[src/rtl/bus_share_arbiter.sv]
// Round-robin arbiter/sequencer sharing one registered WIDTH-bit byte bus between requesters A and B.
// Latency: req in IDLE -> gnt/sel next cycle; accepted beat -> bus_data/bus_valid/bus_last one cycle later.
// Backpressure: a beat is taken only when bus_ready is high; the grant is held through stalls.
//
// Ports:
//   clk, reset_n                 rising-edge clock, asynchronous active-low reset
//   req_x, data_x, last_x        requester x (a/b) byte, valid while req_x, last_x marks its final byte
//   bus_ready                    downstream can take a byte this cycle
//   gnt_a, gnt_b, sel            registered grant and select (sel holds while no grant is active)
//   ack_a, ack_b                 combinational beat-accept strobes back to the requesters
//   bus_data, bus_valid, bus_last registered downstream byte with framing
//   busy                         arbiter is not idle
module bus_share_arbiter #(
    parameter int WIDTH       = 8,
    parameter int MAX_BURST   = 4,
    parameter int TURN_CYCLES = 1
) (
    input  logic             clk,
    input  logic             reset_n,
    input  logic             req_a,
    input  logic [WIDTH-1:0] data_a,
    input  logic             last_a,
    input  logic             req_b,
    input  logic [WIDTH-1:0] data_b,
    input  logic             last_b,
    input  logic             bus_ready,
    output logic             gnt_a,
    output logic             gnt_b,
    output logic             ack_a,
    output logic             ack_b,
    output logic             sel,
    output logic [WIDTH-1:0] bus_data,
    output logic             bus_valid,
    output logic             bus_last,
    output logic             busy
);

    typedef enum logic [1:0] {
        IDLE    = 2'd0,
        GRANT_A = 2'd1,
        GRANT_B = 2'd2,
        TURN    = 2'd3
    } state_t;

    // The beat counter only has to reach MAX_BURST-1: the beat that would make
    // it MAX_BURST ends the grant and clears it instead.
    localparam int CW = (MAX_BURST > 1) ? $clog2(MAX_BURST) : 1;
    localparam int TW = (TURN_CYCLES > 1) ? $clog2(TURN_CYCLES) : 1;
    localparam logic [CW-1:0] BURST_LAST = CW'(MAX_BURST - 1);
    localparam logic [TW-1:0] TURN_INIT  = TW'(TURN_CYCLES - 1);

    state_t           state_q;
    logic             ptr_q;      // 0: A wins a tie, 1: B wins a tie
    logic [CW-1:0]    cnt_q;      // beats already taken in the current grant
    logic [TW-1:0]    turn_q;     // remaining TURN cycles minus one
    logic             gnt_a_q;
    logic             gnt_b_q;
    logic             sel_q;
    logic [WIDTH-1:0] bus_data_q;
    logic             bus_valid_q;
    logic             bus_last_q;

    // The owner's view of its request lines. sel_q is only trusted while a
    // grant state is active, which is the only place these are used.
    logic             cur_req;
    logic             cur_last;
    logic [WIDTH-1:0] cur_data;
    logic             cur_ack;
    logic             end_of_burst;

    assign ack_a = gnt_a_q & req_a & bus_ready;
    assign ack_b = gnt_b_q & req_b & bus_ready;

    assign cur_req      = sel_q ? req_b  : req_a;
    assign cur_last     = sel_q ? last_b : last_a;
    assign cur_data     = sel_q ? data_b : data_a;
    assign cur_ack      = ack_a | ack_b;
    // last_x and a full burst may coincide; either way one bus_last results.
    assign end_of_burst = cur_last | (cnt_q == BURST_LAST);

    always_ff @(posedge clk or negedge reset_n) begin
        if (!reset_n) begin
            state_q     <= IDLE;
            ptr_q       <= 1'b0;
            cnt_q       <= '0;
            turn_q      <= '0;
            gnt_a_q     <= 1'b0;
            gnt_b_q     <= 1'b0;
            sel_q       <= 1'b0;
            bus_data_q  <= '0;
            bus_valid_q <= 1'b0;
            bus_last_q  <= 1'b0;
        end else begin
            bus_valid_q <= 1'b0;
            bus_last_q  <= 1'b0;
            case (state_q)
                IDLE: begin
                    if (req_a && (!req_b || !ptr_q)) begin
                        state_q <= GRANT_A;
                        gnt_a_q <= 1'b1;
                        sel_q   <= 1'b0;
                    end else if (req_b) begin
                        state_q <= GRANT_B;
                        gnt_b_q <= 1'b1;
                        sel_q   <= 1'b1;
                    end
                end
                GRANT_A, GRANT_B: begin
                    if (cur_ack) begin
                        bus_data_q  <= cur_data;
                        bus_valid_q <= 1'b1;
                        if (end_of_burst) begin
                            bus_last_q <= 1'b1;
                            state_q    <= TURN;
                            turn_q     <= TURN_INIT;
                            gnt_a_q    <= 1'b0;
                            gnt_b_q    <= 1'b0;
                            ptr_q      <= ~sel_q;
                            cnt_q      <= '0;
                        end else begin
                            cnt_q <= cnt_q + CW'(1);
                        end
                    end else if (!cur_req) begin
                        // Owner walked away mid-transaction: release without framing.
                        state_q <= TURN;
                        turn_q  <= TURN_INIT;
                        gnt_a_q <= 1'b0;
                        gnt_b_q <= 1'b0;
                        ptr_q   <= ~sel_q;
                        cnt_q   <= '0;
                    end
                end
                TURN: begin
                    if (turn_q == '0) begin
                        state_q <= IDLE;
                    end else begin
                        turn_q <= turn_q - TW'(1);
                    end
                end
                default: begin
                    state_q <= IDLE;
                    gnt_a_q <= 1'b0;
                    gnt_b_q <= 1'b0;
                end
            endcase
        end
    end

    assign gnt_a     = gnt_a_q;
    assign gnt_b     = gnt_b_q;
    assign sel       = sel_q;
    assign bus_data  = bus_data_q;
    assign bus_valid = bus_valid_q;
    assign bus_last  = bus_last_q;
    assign busy      = (state_q != IDLE);

endmodule
[config.mk]
export PLATFORM = sky130hd
export DESIGN_NAME = bus_share_arbiter
export DESIGN_NICKNAME = d
export VERILOG_FILES = /design/src/rtl/bus_share_arbiter.sv
export SDC_FILE = /design/constraint.sdc
export NUM_CORES = 1
export LEC_CHECK = 0
export ABC_CLOCK_PERIOD_IN_PS = 2300
export CELL_PAD_IN_SITES_DETAIL_PLACEMENT = 1
export CELL_PAD_IN_SITES_GLOBAL_PLACEMENT = 1
export CORE_AREA = 10 10 64 66
export CTS_BUF_LIST = sky130_fd_sc_hd__clkbuf_2 sky130_fd_sc_hd__clkbuf_4 sky130_fd_sc_hd__clkbuf_8
export DETAILED_ROUTE_END_ITERATION = 16
export DIE_AREA = 0 0 74 76
export GPL_ROUTABILITY_DRIVEN = 1
export PLACE_DENSITY = 0.87
export SLEW_MARGIN = 20
export SYNTH_ARGS = -nofsm -noshare
export SYNTH_HDL_FRONTEND = slang
export SYNTH_SLANG_ARGS = --single-unit
[constraint.sdc]
create_clock -name clk -period 2.3 [get_ports clk]
set_input_delay 0.46 -clock clk [delete_from_list [all_inputs] [get_ports clk]]
set_output_delay 0.46 -clock clk [all_outputs]
set_load 0.02 [all_outputs]
==> results of run 1 <==
==> cells in the mapped netlist, types with 2 or more instances <==
| master | count |
|---|---|
| clkbuf_1 | 2 |
| buf_2 | 3 |
| and3_1 | 2 |
| o21ai_1 | 2 |
| nand3_1 | 3 |
| o21ai_0 | 8 |
| nand2_1 | 12 |
| dfrtp_1 | 18 |
| mux2i_1 | 10 |
| a21oi_1 | 5 |
| ha_1 | 2 |
| nor2_1 | 7 |
| inv_1 | 7 |
| a31oi_1 | 3 |
==> sequential cells by signal (all words and copies together), names as in the netlist <==
signal and count:
bus_data 8, cnt_q 2, state_q 2, bus_last 1, bus_valid 1, gnt_a 1
gnt_b 1, ptr_q 1, sel 1
==> through the flow <==
| stage | hold slack, ns | cell area (µm²) | setup slack, ns |
|---|---|---|---|
| floorplan | 0.164 | 962 | 0.731 |
| global placement | 0.465 | 1410 | 0.129 |
| detailed placement | 0.477 | 1410 | 0.116 |
| CTS | 0.478 | 1450 | 0.116 |
| global route | 0.485 | 1450 | 0.0361 |
| finish | 0.477 | 1450 | 0.127 |
==> power by group <==
part           switching [mW]  total, mW  internal (mW)
Sequential              0.110      0.557          0.447
Combinational           0.586       1.09          0.502
Clock                   0.105      0.202         0.0965
==> worst min path at each step <==
stage           startpoint          end  slack, ns
2_1_floorplan      reset_n  bus_data[0]       0.16
3_3_place_gp   bus_data[2]  bus_data[2]       0.46
3_5_place_dp   bus_data[3]  bus_data[3]       0.48
4_1_cts            reset_n  bus_data[4]       0.48
5_1_grt            reset_n  bus_data[4]       0.48
6_report           reset_n          sel       0.48
==> area by class of cell <==
type                    instances  area share (%)
multi-input cells              69            31.9
flip-flops and latches         18            31.1
repair buffers                 45            29.9
well taps                      33            2.85
clock buffers                   4            2.50
inverters                       7            1.81
==> routing by layer <==
layer  part of all wire (%)  wire length, µm  track usage [%]
met5                      0                0                0
met3                    4.7              142             2.34
met2                     55             1640             18.9
met1                     40             1200             11.6
met4                   0.63               19             3.73
==> kinds of logic (layout without fill, tap and decap cells) <==
group / count (synthesis) / in the layout
AOI/OAI and AO/OA: 29 / 29
muxes: 12 / 12
adders and majority gates: 2 / 2
and+or+nand+nor: 26 / 26
buffers and inverters: 12 / 56
DFF: 18 / 18
==> run metrics, run 1 <==
status=complete, no violations; Syn Area/Cell=9.72 µm²; Die X=74 µm; Buf/Inv on CP=2; share of layout cells above drive strength 1=10.5%; # rows=20; Final HPWL DP=2.45 mm; Post-synth top flop=dfrtp_1; Filler Cell Count=328; CTS tree=yes; Clock Skew=~0.0031 ns; EDFF count, synth=0; Slew Limit Headroom=70.8%; post_cts resized=0; Max Clock Freq=0.460 GHz; placed insts=between 150 and 200; r2r setup slk=0.68 ns; Hold-fix buffers, CTS=0; DRC viols=0; final WL=3.00 mm; cts bufs inserted=3; Core Area=2930 µm²; post-route ant nets=0; final std cells w/o fill=between 150 and 200; Mapped Area=approximately 960 µm²; critical setup path kind=in2out; final core occ=49.5%; critical-path cell list=clkdlybuf4s50_1 > and3_1 > clkdlybuf4s50_1; Final min period=2.17 ns; Multi-input gate area=463 µm²; #FFs+latches synth=18; commonest non-fill, non-tap cell in the layout=clkdlybuf4s50_1; first-pass GRT wire length=4.75 mm; reg2reg path depth=4; max-cap viol count=0; slowest cell delay on critical path=0.60 ns; leading area contributor after synthesis=dfrtp_1; largest family of logic cells by synthesized area=compound AO/OA/AOI/OAI gates; Setup TNS Final=0 ns; Placer Congestion=roughly 0.77; max-slew violation count=0; Synth cell types=29; Tightest Pin Transition=0.437 ns; ys async rst share=100%; Avg Vias per Cell=roughly 5.0; RSZ-0062 raised after global routing=no; final net count=169; Ant. Diodes=0; initial drt markers=22; antenna violations before repair=0; Synth Instances=between 90 and 100; Setup crit end=ack_a; drt first pass iters=4; post-synthesis mux area share=roughly 14%; Die ar.=5620 µm²; yosys warns=0; H-tree depth=1; pin count of the biggest net entering global routing=19; most frequent cells in the layout=clkdlybuf4s50_1, dfrtp_1, nand2_1; P_leak=0.662 nW; Worst R2R Start=sel; clock slew at reported path FFs=0.11 ns; Hold Crit Class=in2async; Root Buffer=clkbuf_4; final worst path period share=a little over nine tenths; GR Overflow Total=0; synth top area cells=dfrtp_1, mux2i_1, nand2_1, o21ai_0, inv_1; clock buffer depth=2; power after layout=1.85 mW; Worst setup SP type=primary input; Critical Path Stages=3; die height=~76 µm; Routed WL per cell=17.1 µm; Area Growth Syn to Fin=50.7%; Seq/Total Area, Yosys=roughly 47%; Post-Synth Adder-Cell Area=around 2.6%; Final setup viols=0; Hold Vio Cnt, Final=0; Critical Path Sink Type=output port; complex-gate fraction of the synthesized area=20.0%; vias=882; CP top delay family=buffers and inverters; # IOs=39; Tot GR Track Use=between 10% and 20%; crit path max fanout=3; number of global-route vias before repair=964; WP data arrival=1.71 ns; Pwr Density=1270 nW/µm²; Yosys top cell area share=46.8%; Most common cell on crit path=clkdlybuf4s50_1; IR drop worst, VDD=760 µV; Buffers on Ports=38; Reg area=450 µm²; clock sinks=18; reg2reg end=gnt_a; slowest cell on the critical path=clkdlybuf4s50_1; worst-skew pair later-pin latency=about 0.30 ns; initial core utilization=32.9%; Post-Syn Nets=124; Synth Area in Simple Gates=between 10% and 20%; Post-CTS Setup Repair Bufs=0; CP startpoint=bus_ready; Critical Path RT=1.84 ns; XOR/XNOR Fraction of Synth Area=0%
(Power assumes the default switching activity.)
==> run 2, diff against run 1 <==
Settings changed: ABC_CLOCK_PERIOD_IN_PS 2300 to 2600.
Clock period 2.3 ns to 2.6 ns, I/O delays scaled along.
==> run 2 against run 1 <==
Net effect:
- sequential share of layout area grew 0.32 points
- global-route usage grew 0.80 points
- combinational power down 9%
- first-iteration DRC count rose by 14%
- clock power fell by 12%
- flip-flop and latch count did not move
- largest cell class unchanged
- largest power group unchanged
- highest routed layer unchanged
==> run metrics, run 2 (synthesis gave the netlist of run 1 again) <==
status=complete, no violations; critical-path cell list=clkdlybuf4s50_1 > and3_1 > clkdlybuf4s50_1; Most common cell on crit path=clkdlybuf4s50_1; Max Clock Freq=0.420 GHz; reg2reg end=state_q[0]; initial drt markers=25; Setup crit end=ack_a; most frequent cells in the layout=clkdlybuf4s50_1, dfrtp_1, nand2_1; Hold Crit Class=reg2reg; post-route ant nets=0; Tightest Pin Transition=0.821 ns; DRC viols=0; Slew Limit Headroom=45.1%; Core Area=2930 µm²; Clock Skew=0.00278 ns; # rows=20; Critical Path RT=roughly 2.1 ns; Post-CTS Setup Repair Bufs=0; Multi-input gate area=463 µm²; Ant. Diodes=0; reg2reg path depth=6; clock sinks=18; Placer Congestion=0.762; CTS tree=yes; crit path max fanout=5; Worst setup SP type=primary input; commonest non-fill, non-tap cell in the layout=clkdlybuf4s50_1; min-delay src=bus_data[3]; r2r setup slk=between 0.9 and 1 ns; H-tree depth=1; Avg Vias per Cell=5.17; Worst R2R Start=state_q[0]; number of global-route vias before repair=1079; initial core utilization=32.9%; Filler Cell Count=between 300 and 400; Final HPWL DP=2.60 mm; final net count=167; worst-skew pair later-pin latency=0.30 ns; Tot GR Track Use=11.4%; Largest register FFs=8; max-slew violation count=0; power after layout=1.65 mW; Routed WL per cell=approximately 19 µm; Hold Vio Cnt, Final=0; vias=between 800 and 900; final worst slack=0.218 ns; Reg area=450 µm²; share of layout cells above drive strength 1=under 10%; Area Growth Syn to Fin=49.2%; first-pass GRT wire length=between 5 and 6 mm; hold path depth=2; Hold-fix buffers, CTS=0; drt first pass iters=4; post_cts resized=0; Critical Path Sink Type=output port; # IOs=39; CP startpoint=bus_ready; Root Buffer=clkbuf_4; P_leak=~0.65 nW; clock slew at reported path FFs=0.11 ns; cts bufs inserted=3; Buffers on Ports=38; critical setup path kind=in2out; slowest cell delay on critical path=a little over 0.6 ns; antenna violations before repair=0; IR drop worst, VDD=656 µV; Final setup viols=0; final WL=3.23 mm; RSZ-0062 raised after global routing=no; Final min period=2.38 ns; Setup WS pre-CTS=0.214 ns; die height=roughly 76 µm; clock buffer depth=2; Die X=74 µm; final worst path period share=91.6%; GR Overflow Total=0; Pwr Density=1150 nW/µm²; pin count of the biggest net entering global routing=19; Die ar.=5620 µm²; WP data arrival=~1.9 ns; max-cap viol count=0; slowest cell on the critical path=clkdlybuf4s50_1; Setup TNS Final=0 ns
-- run 2: cell count changes in the layout (fill, tap and decap cells not counted), sizes merged --
cell  delta
buf      -2
-- run 2: critical path, delay by kind of cell --
| family | cells | cell delay [ns] |
|---|---|---|
| and+or+nand+nor | 1 | 0.19 |
| buffers and inverters | 2 | 1.15 |
-- run 2: cell type report --
cell class                 count  share of cell area (%)
tap                           33                    2.88
sequential                    18                    31.4
multi-input combinational     69                    32.3
timing repair buffer          43                    29.1
clock buffer                   4                    2.53
inverter                       7                    1.83
-- run 2: per-stage QoR --
stage	area (µm²)	hold slack, ns	std cells	utilization (%)
after floorplan	962	0.224	99	-
after global placement	1400	0.465	170	47.8
after detailed placement	1400	0.477	170	47.8
after CTS	1440	0.503	174	49.0
after global routing	1440	0.530	174	49.0
final	1440	0.498	174	49.0
-- run 2: how the worst min path moves through the flow --
stage                             end  slack, ns
after floorplan           bus_data[0]       0.22
after CTS                 bus_data[3]       0.50
after detailed placement  bus_data[3]       0.48
after global placement    bus_data[2]       0.47
after global routing      bus_data[2]       0.53
final                     bus_data[3]       0.50
-- run 2: power breakdown --
group / switching (mW) / internal, mW / total [mW]
sequential: 0.0878 / 0.396 / 0.484
clock: 0.0923 / 0.0854 / 0.178
combinational: 0.548 / 0.443 / 0.992
-- run 2: layer usage --
layer	vias up	wire length, µm	GRT usage (%)	part of all wire, %
met5	-	0	0	0
met4	0	24	2.61	0.74
met3	5	161	3.13	5.0
met2	23	1880	22.4	58
met1	437	1160	10.9	36
li1	434	-	-	-
